File: src/rtl/tribus_ctrl.sv
// rtl/tribus_ctrl.sv - round-robin arbiter for a 4-driver shared tri-state bus with turnaround
// Optional macro: TRIBUS_STATS_EN adds the xfer_cnt transfer counter output.
module tribus_ctrl #(
    parameter int WIDTH = 8,
    parameter int TURN  = 1
) (
    input  logic             clk,
    input  logic             rst,
    input  logic [3:0]       req,
    input  logic [WIDTH-1:0] bus_in,
    output logic [3:0]       en,
    output logic [WIDTH-1:0] rx_data,
    output logic             rx_valid,
    output logic [1:0]       rx_src,
    output logic             busy
`ifdef TRIBUS_STATS_EN
    ,
    output logic [15:0]      xfer_cnt
`endif
);

    typedef enum logic [1:0] {S_IDLE, S_DRIVE, S_TURN} state_t;

    localparam logic [2:0] TURN_LAST = 3'(TURN - 1);

    state_t           r_state, w_state_nxt;
    logic [1:0]       r_ptr, r_win, w_win_nxt;
    logic [2:0]       r_cnt, w_cnt_nxt;
    logic [3:0]       r_en, w_en_nxt;
    logic             r_busy, w_busy_nxt;
    logic             r_rx_valid, w_cap;
    logic [WIDTH-1:0] r_rx_data;
    logic [1:0]       r_rx_src;
    logic [1:0]       w_rr_win, w_idx;

    // Scan downward so the lowest offset from ptr is the last (winning) assignment.
    always_comb begin
        w_rr_win = r_ptr;
        w_idx    = r_ptr;
        for (int k = 3; k >= 0; k--) begin
            w_idx = r_ptr + 2'(k);
            if (req[w_idx]) w_rr_win = w_idx;
        end
    end

    always_comb begin
        w_state_nxt = r_state;
        w_en_nxt    = 4'b0000;
        w_busy_nxt  = 1'b0;
        w_win_nxt   = r_win;
        w_cnt_nxt   = r_cnt;
        w_cap       = 1'b0;
        case (r_state)
            S_IDLE: begin
                if (|req) begin
                    w_state_nxt = S_DRIVE;
                    w_en_nxt    = 4'b0001 << w_rr_win;
                    w_busy_nxt  = 1'b1;
                    w_win_nxt   = w_rr_win;
                end
            end
            S_DRIVE: begin
                w_state_nxt = S_TURN;
                w_busy_nxt  = 1'b1;
                w_cnt_nxt   = 3'd0;
                w_cap       = 1'b1;
            end
            S_TURN: begin
                if (r_cnt == TURN_LAST) begin
                    w_state_nxt = S_IDLE;
                end else begin
                    w_busy_nxt = 1'b1;
                    w_cnt_nxt  = r_cnt + 3'd1;
                end
            end
            default: w_state_nxt = S_IDLE;
        endcase
    end

    always_ff @(posedge clk or posedge rst) begin
        if (rst) begin
            r_state    <= S_IDLE;
            r_ptr      <= 2'd0;
            r_win      <= 2'd0;
            r_cnt      <= 3'd0;
            r_en       <= 4'b0000;
            r_busy     <= 1'b0;
            r_rx_valid <= 1'b0;
            r_rx_data  <= '0;
            r_rx_src   <= 2'd0;
        end else begin
            r_state    <= w_state_nxt;
            r_win      <= w_win_nxt;
            r_cnt      <= w_cnt_nxt;
            r_en       <= w_en_nxt;
            r_busy     <= w_busy_nxt;
            r_rx_valid <= w_cap;
            if (w_cap) begin
                r_rx_data <= bus_in;
                r_rx_src  <= r_win;
                r_ptr     <= r_win + 2'd1;
            end
        end
    end

`ifdef TRIBUS_STATS_EN
    logic [15:0] r_xfer_cnt;

    always_ff @(posedge clk or posedge rst) begin
        if (rst)        r_xfer_cnt <= 16'd0;
        else if (w_cap) r_xfer_cnt <= r_xfer_cnt + 16'd1;
    end

    assign xfer_cnt = r_xfer_cnt;
`endif

    assign en       = r_en;
    assign busy     = r_busy;
    assign rx_valid = r_rx_valid;
    assign rx_data  = r_rx_data;
    assign rx_src   = r_rx_src;

endmodule

File: config.mk
export PLATFORM = sky130hd
export DESIGN_NAME = tribus_ctrl
export DESIGN_NICKNAME = d
export VERILOG_FILES = /design/src/rtl/tribus_ctrl.sv
export SDC_FILE = /design/constraint.sdc
export NUM_CORES = 1
export LEC_CHECK = 0
export CORE_MARGIN = 1.5
export CORE_UTILIZATION = 42
export CTS_BUF_LIST = sky130_fd_sc_hd__clkbuf_4
export CTS_CLUSTER_SIZE = 30
export DETAILED_ROUTE_END_ITERATION = 10
export PLACE_DENSITY = 0.68
export SYNTH_ARGS = -nofsm -noshare
export SYNTH_HDL_FRONTEND = slang
export SYNTH_SLANG_ARGS = --single-unit
File: constraint.sdc
create_clock -name clk -period 2.6 [get_ports clk]
set_clock_uncertainty 0.1 [all_clocks]
set_input_delay 0.52 -clock clk [delete_from_list [all_inputs] [get_ports clk]]
set_output_delay 0.52 -clock clk [all_outputs]
set_load 0.02 [all_outputs]
==> results.py, run 1 <==
metrics = {
    "global_route": {
        "grt_pass1_wl_mm": 3.429,
        "grt_max_degree": 26,
        "first_global_vias": 788,
        "grt_overflow": 0,
        "antenna_found_initial": 0,
        "track_usage": 0.1613,
    },
    "layout": {
        "finalNetCount": 164,
        "antenna_cells": 0,
        "drive_gt1_frac": 0.07483,
        "syn_to_final_growth_pct": 31.39,
        "fillers": 229,
        "layout.cells.non_filler": 177,
    },
    "pwr": {
        "power_density_mw_per_mm2": 1086,
        "pwr-share-clk": 0.113,
        "p_switching_uw": 633.7,
        "p_seq_frac": 0.414,
        "swShare": 0.3979,
        "power_frac_comb": 0.473,
        "static-leakage-power_uw": 0.0006825,
        "intPower_uw": 959.1,
        "ir_drop_mv": 0.6931,
    },
    "synthesis": {
        "yosysWarnings": 0,
        "syn-cell-area_mm2": 0.001116,
        "synth-simple-area-share": 0.2287,
        "synthMuxAreaShare": 0,
        "syn_nets": 132,
        "ys_types": 28,
        "synth_xor_area_frac": 0.007848,
        "synth_compound_area_frac": 0.1435,
        "syn_avg_cell_area_um2": 9.621,
        "synth_top_family_by_area": "simple AND/OR/NAND/NOR gates",
        "syn_inst": 116,
        "synth-seq-cells": 25,
        "synth_seq_area_share": 0.5605,
        "synth-adder-area-share": 0.02242,
    },
    "sta": {
        "setup_viol": 0,
        "rsz0062_at_grt": "false",
        "worstMarginPinSlew_ns": 0.4311,
        "min_period_ns": 1.910,
        "final_hold_viol_count": 0,
        "period_share": 0.7346,
        "slew_headroom": 0.7119,
        "fmax_mhz": 523.6,
        "finalMaxSlewViolations": 0,
        "tns_ns": 0,
    },
    "routing": {
        "viasPerCell": 4.938,
        "drt_pass1_iterations": 4,
        "antenna_left": 0,
        "wire_per_inst_um": 12.29,
        "drc": 0,
        "routed_wl_mm": 2.176,
        "vias": 874,
        "drtIter0Drc": 12,
    },
    "clocking": {
        "clk_pin_slew_ns": 0.13,
        "cts.sinks": 25,
        "htree_levels": 1,
        "cts_tree": "built",
        "cts_root_buffer": "clkbuf_4",
        "cts_resized": 0,
        "hold_buffers": 0,
        "clkLatencyLatePin_ns": 0.31,
        "cts_buffer_depth": 2,
        "numCtsBuffers": 3,
        "post-cts-setup-buffers": 0,
    },
    "place": {
        "hpwl_mm": 1.650,
        "place_inst": 173,
        "place_congestion": 0.8031,
        "portBuffers": 29,
    },
    "die": {
        "core_mm2": 0.002500,
        "chipHeight_um": 54.55,
        "start_util": 0.4464,
        "ios": 30,
        "dieArea_mm2": 0.002976,
        "dieWidth_um": 54.55,
        "rows": 18,
    },
    "setup_path": {
        "critPathCaptureType": "primary output",
        "critical_path_class": "reg -> out",
        "cp_max_fo": 2,
        "critPathBufInv": 1,
        "cp_slowest_cell": "clkdlybuf4s50_1",
        "cp_top_family": "buffers and inverters",
        "cp_slowest_stage_delay_ns": 0.61,
        "arrival_ns": 1.29,
        "crit_chain": "clkdlybuf4s50_1",
        "worstSetupStartpointType": "flop",
        "required_ns": 1.98,
    },
    "status": {
        "outcome": "complete, no violations",
    },
    "worst_hold_path": {
        "min-delay-path-class": "reg -> reg",
    },
    "run": {
        "max-cap-violations": 0,
    },
}
## area by class of cell
class,instances,area (um^2),share of cell area
multi-input cells,81,449.2,0.3063
flip-flops and latches,25,625.6,0.4266
clock buffers,4,30.03,0.02048
well taps,30,37.54,0.02560
repair buffers,30,297.8,0.2031
inverters,7,26.28,0.01792
## layer usage
layer,global-route usage,part of all wire,vias up
li1,-,-,439
met1,0.2093,0.44,422
met2,0.2631,0.52,11
met3,0.01639,0.018,2
met4,0.08750,0.012,0
met5,0,0,-
## synth_stat cells, drive strengths merged
| cell type | instances | share of area |
|---|---|---|
| nand2 | 38 | 0.13 |
| dfrtp | 25 | 0.56 |
| a21oi | 7 | 0.031 |
| inv | 7 | 0.024 |
| nand2b | 6 | 0.034 |
| o21ai | 5 | 0.022 |
| nor2 | 4 | 0.016 |
| buf | 3 | 0.013 |
| a21boi | 2 | 0.013 |
| a22o | 2 | 0.016 |
| and2 | 2 | 0.011 |
| ha | 2 | 0.022 |
| o22a | 2 | 0.016 |
| o31ai | 2 | 0.026 |
| a21o | 1 | 0.0067 |
| nand3b | 1 | 0.0067 |
| nor3b | 1 | 0.0067 |
| nor4 | 1 | 0.011 |
| nor4b | 1 | 0.0078 |
| o21bai | 1 | 0.0067 |
| o22ai | 1 | 0.0056 |
| or2 | 1 | 0.0078 |
| xnor2 | 1 | 0.0078 |
## flip-flops by register name, summed over array words and instances (netlist names)
signal,count
r_state,2
rx_src,2
r_ptr,2
r_win,2
busy,1
rx_data,8
rx_valid,1
r_cnt,3
en,4
## path summary, 6_finish.rpt
kind	start	to	slack (ns)	cells after the start
max	rx_data[7]$_DFFE_PP0P_	rx_data[7]	0.69	1
min in group asynchronous	rst	rx_data[5]$_DFFE_PP0P_	0.44	3
max reg2reg	r_state[0]$_DFFE_PP0P_	r_ptr[0]$_DFFE_PP0P_	0.93	4
max in group asynchronous	rst	r_state[0]$_DFFE_PP0P_	1.72	3
min	rx_data[5]$_DFFE_PP0P_	rx_data[5]$_DFFE_PP0P_	0.40	2
min reg2reg	rx_data[5]$_DFFE_PP0P_	rx_data[5]$_DFFE_PP0P_	0.40	2
## power groups by stage
| stage | Clock [uW] | Combinational, uW | Sequential (uW) |
|---|---|---|---|
| 5_1_grt | 198 | 841 | 680 |
| 6_report | 179 | 754 | 659 |
| 4_1_cts | 188 | 769 | 660 |
| 3_5_place_dp | 0 | 765 | 667 |
| 2_1_floorplan | 0 | 347 | 771 |
| 3_3_place_gp | 0 | 747 | 660 |
## kinds of logic (layout without fill, tap and decap cells)
kind of cell	count (synthesis)	after routing
AO/OA/AOI/OAI	23	23
XOR/XNOR	1	1
adder cells (fa/ha/maj)	2	2
buffers and inverters	10	41
flip-flops	25	25
AND/OR/NAND/NOR	55	55
## layout by cell type, fill, tap and decap left out
cell type	instances
nand2_1	38
clkdlybuf4s50_1	29
dfrtp_1	25
a21oi_1	7
nand2b_1	6
inv_1	5
o21ai_0	4
clkbuf_4	4
nor2_1	3
inv_2	2
a22o_1	2
o22a_1	2
and2_1	2
ha_1	2
a21boi_0	1
or2_4	1
nor2_2	1
o31ai_4	1
a21boi_1	1
o21bai_1	1
nor4_2	1
a21o_1	1
nor3b_1	1
o22ai_1	1
o31ai_1	1
nor4b_1	1
nand3b_1	1
o21ai_1	1
xnor2_1	1
buf_4	1
## metrics by stage
step	hold slack, ns	cell area [um^2]	utilization	setup WS, ns	total power, uW
floorplan	0.3810	1116	-	1.095	1118
global placement	0.3594	1436	0.5746	0.5575	1408
detailed placement	0.3621	1436	0.5746	0.4950	1432
CTS	0.3943	1466	0.5866	0.6622	1616
global route	0.4180	1466	0.5866	0.6246	1719
finish	0.3959	1466	0.5866	0.6901	1593
Power figures use the tool's default switching activity.
==> run 2, diff against run 1 <==
clock period = 1.95 ns   (was 2.6 ns; I/O delays follow)
==> run 2 against run 1 <==
Compared with the run above:
- total power is 34% higher
- core utilization up 0.90 points
- register-to-register slack got worse by 0.48 ns
- clock power rose by 30%
==> results.py, run 2 (synthesized netlist as in run 1, its figures left out) <==
metrics = {
    "status": {
        "outcome": "complete, no violations",
    },
    "clocking": {
        "cts_resized": 0,
        "cts_root_buffer": "clkbuf_4",
        "clk_pin_slew_ns": 0.14,
        "cts.sinks": 25,
        "cts_buffer_depth": 2,
        "hold_buffers": 0,
        "cts_tree": "built",
        "post-cts-setup-buffers": 0,
        "htree_levels": 1,
        "clkLatencyLatePin_ns": 0.31,
        "numCtsBuffers": 3,
    },
    "sta": {
        "hold_ws_ns": 0.3190,
        "min_period_ns": 1.787,
        "rsz0062_at_grt": "false",
        "final_hold_viol_count": 0,
        "worstMarginPinSlew_ns": 0.3257,
        "finalMaxSlewViolations": 0,
        "fmax_mhz": 559.7,
        "slew_headroom": 0.7829,
        "tns_ns": 0,
        "period_share": 0.9162,
        "setup_viol": 0,
    },
    "place": {
        "portBuffers": 29,
        "place_congestion": 0.7509,
        "hpwl_mm": 1.582,
        "place_area_mm2": 0.001459,
    },
    "routing": {
        "antenna_left": 0,
        "drc": 0,
        "drt_pass1_iterations": 4,
        "vias": 863,
        "viasPerCell": 4.794,
        "wire_per_inst_um": 11.79,
        "routed_wl_mm": 2.123,
        "drtIter0Drc": 8,
    },
    "pwr": {
        "ir_drop_mv": 0.8400,
        "fin_total_pwr_uw": 2142,
        "power_density_mw_per_mm2": 1439,
        "static-leakage-power_uw": 0.0006922,
    },
    "layout": {
        "final_common_cell": "nand2_1",
        "antenna_cells": 0,
        "final_cell_mix": "nand2_1 (38), clkdlybuf4s50_1 (29), dfrtp_1 (25)",
        "final-seq-area_um2": 625.6,
        "multi_input_area_um2": 449.2,
        "largest_reg_flops": 8,
        "fillers": 214,
        "drive_gt1_frac": 0.09333,
        "stdcell_area_mm2": 0.001489,
        "finalNetCount": 167,
        "syn_to_final_growth_pct": 33.41,
    },
    "run": {
        "max-cap-violations": 0,
    },
    "setup_path": {
        "arrival_ns": 1.30,
        "critPathCaptureType": "primary output",
        "cp_max_fo": 2,
        "worstSetupStartpointType": "flop",
        "r2r_cells": 4,
        "required_ns": 1.46,
        "cp_slowest_stage_delay_ns": 0.61,
        "critical_path_class": "reg -> out",
        "critPathBufInv": 1,
        "cp.depth": 1,
        "cp_top_family": "buffers and inverters",
        "cp_slowest_cell": "clkdlybuf4s50_1",
        "crit_chain": "clkdlybuf4s50_1",
    },
    "global_route": {
        "antenna_found_initial": 0,
        "grt_max_degree": 26,
        "first_global_vias": 784,
        "track_usage": 0.1578,
        "grt_overflow": 0,
        "grt_pass1_wl_mm": 3.332,
    },
    "die": {
        "rows": 18,
        "dieWidth_um": 54.55,
        "ios": 30,
        "chipHeight_um": 54.55,
        "dieArea_mm2": 0.002976,
        "start_util": 0.4464,
        "core_mm2": 0.002500,
    },
    "worst_hold_path": {
        "min-delay-path-class": "in -> async",
    },
}
-- run 2: cell type report --
| cell class | count | share of cell area |
|---|---|---|
| flip-flops and latches | 25 | 0.4202 |
| repair buffers | 33 | 0.2151 |
| inverters | 7 | 0.01765 |
| clock inverters | 1 | 0.005042 |
| clock buffers | 3 | 0.01513 |
| multi-input cells | 81 | 0.3017 |
| well taps | 30 | 0.02521 |
-- run 2: worst register-to-register path, cell delays in order, from the launching register on --
cell	delay [ns]
dfrtp_1	0.52
nor2_2	0.20
o31ai_4	0.10
nor4_2	0.35
and2_1	0.18
-- run 2: worst paths after layout --
check	slack, ns	startpoint	to
min	0.32	rst	r_cnt[0]$_DFFE_PP0P_
min in group clk	0.39	rx_data[4]$_DFFE_PP0P_	rx_data[4]$_DFFE_PP0P_
max in group asynchronous	1.20	rst	rx_data[0]$_DFFE_PP0P_
max	0.16	rx_src[1]$_DFFE_PP0P_	rx_src[1]
max reg2reg	0.45	r_state[0]$_DFFE_PP0P_	en[3]$_DFF_PP0_
min reg2reg	0.39	rx_data[4]$_DFFE_PP0P_	rx_data[4]$_DFFE_PP0P_
-- run 2: metal layers --
metal / vias to the layer above / share of wire / GRT usage
li1: 447 / - / -
met1: 403 / 0.48 / 0.2024
met2: 11 / 0.49 / 0.2590
met3: 2 / 0.019 / 0.01639
met4: 0 / 0.013 / 0.08750
met5: - / 0 / 0
-- run 2: per-stage QoR --
| step | utilization | setup WS [ns] | instances |
|---|---|---|---|
| after floorplan | - | 0.5752 | 116 |
| after global placement | 0.5836 | 0.07358 | 176 |
| after detailed placement | 0.5836 | 0.04826 | 176 |
| after CTS | 0.5956 | 0.1382 | 180 |
| after global routing | 0.5956 | 0.09019 | 180 |
| final | 0.5956 | 0.1634 | 180 |
-- run 2: where the power goes --
| group | leakage (uW) | switching [uW] | total, uW | internal, uW |
|---|---|---|---|---|
| sequential | 0.000315 | 151 | 874 | 723 |
| combinational | 0.000363 | 544 | 1030 | 491 |
| clock | 0.0000139 | 155 | 233 | 78.1 |
| total | 0.000692 | 850 | 2140 | 1290 |
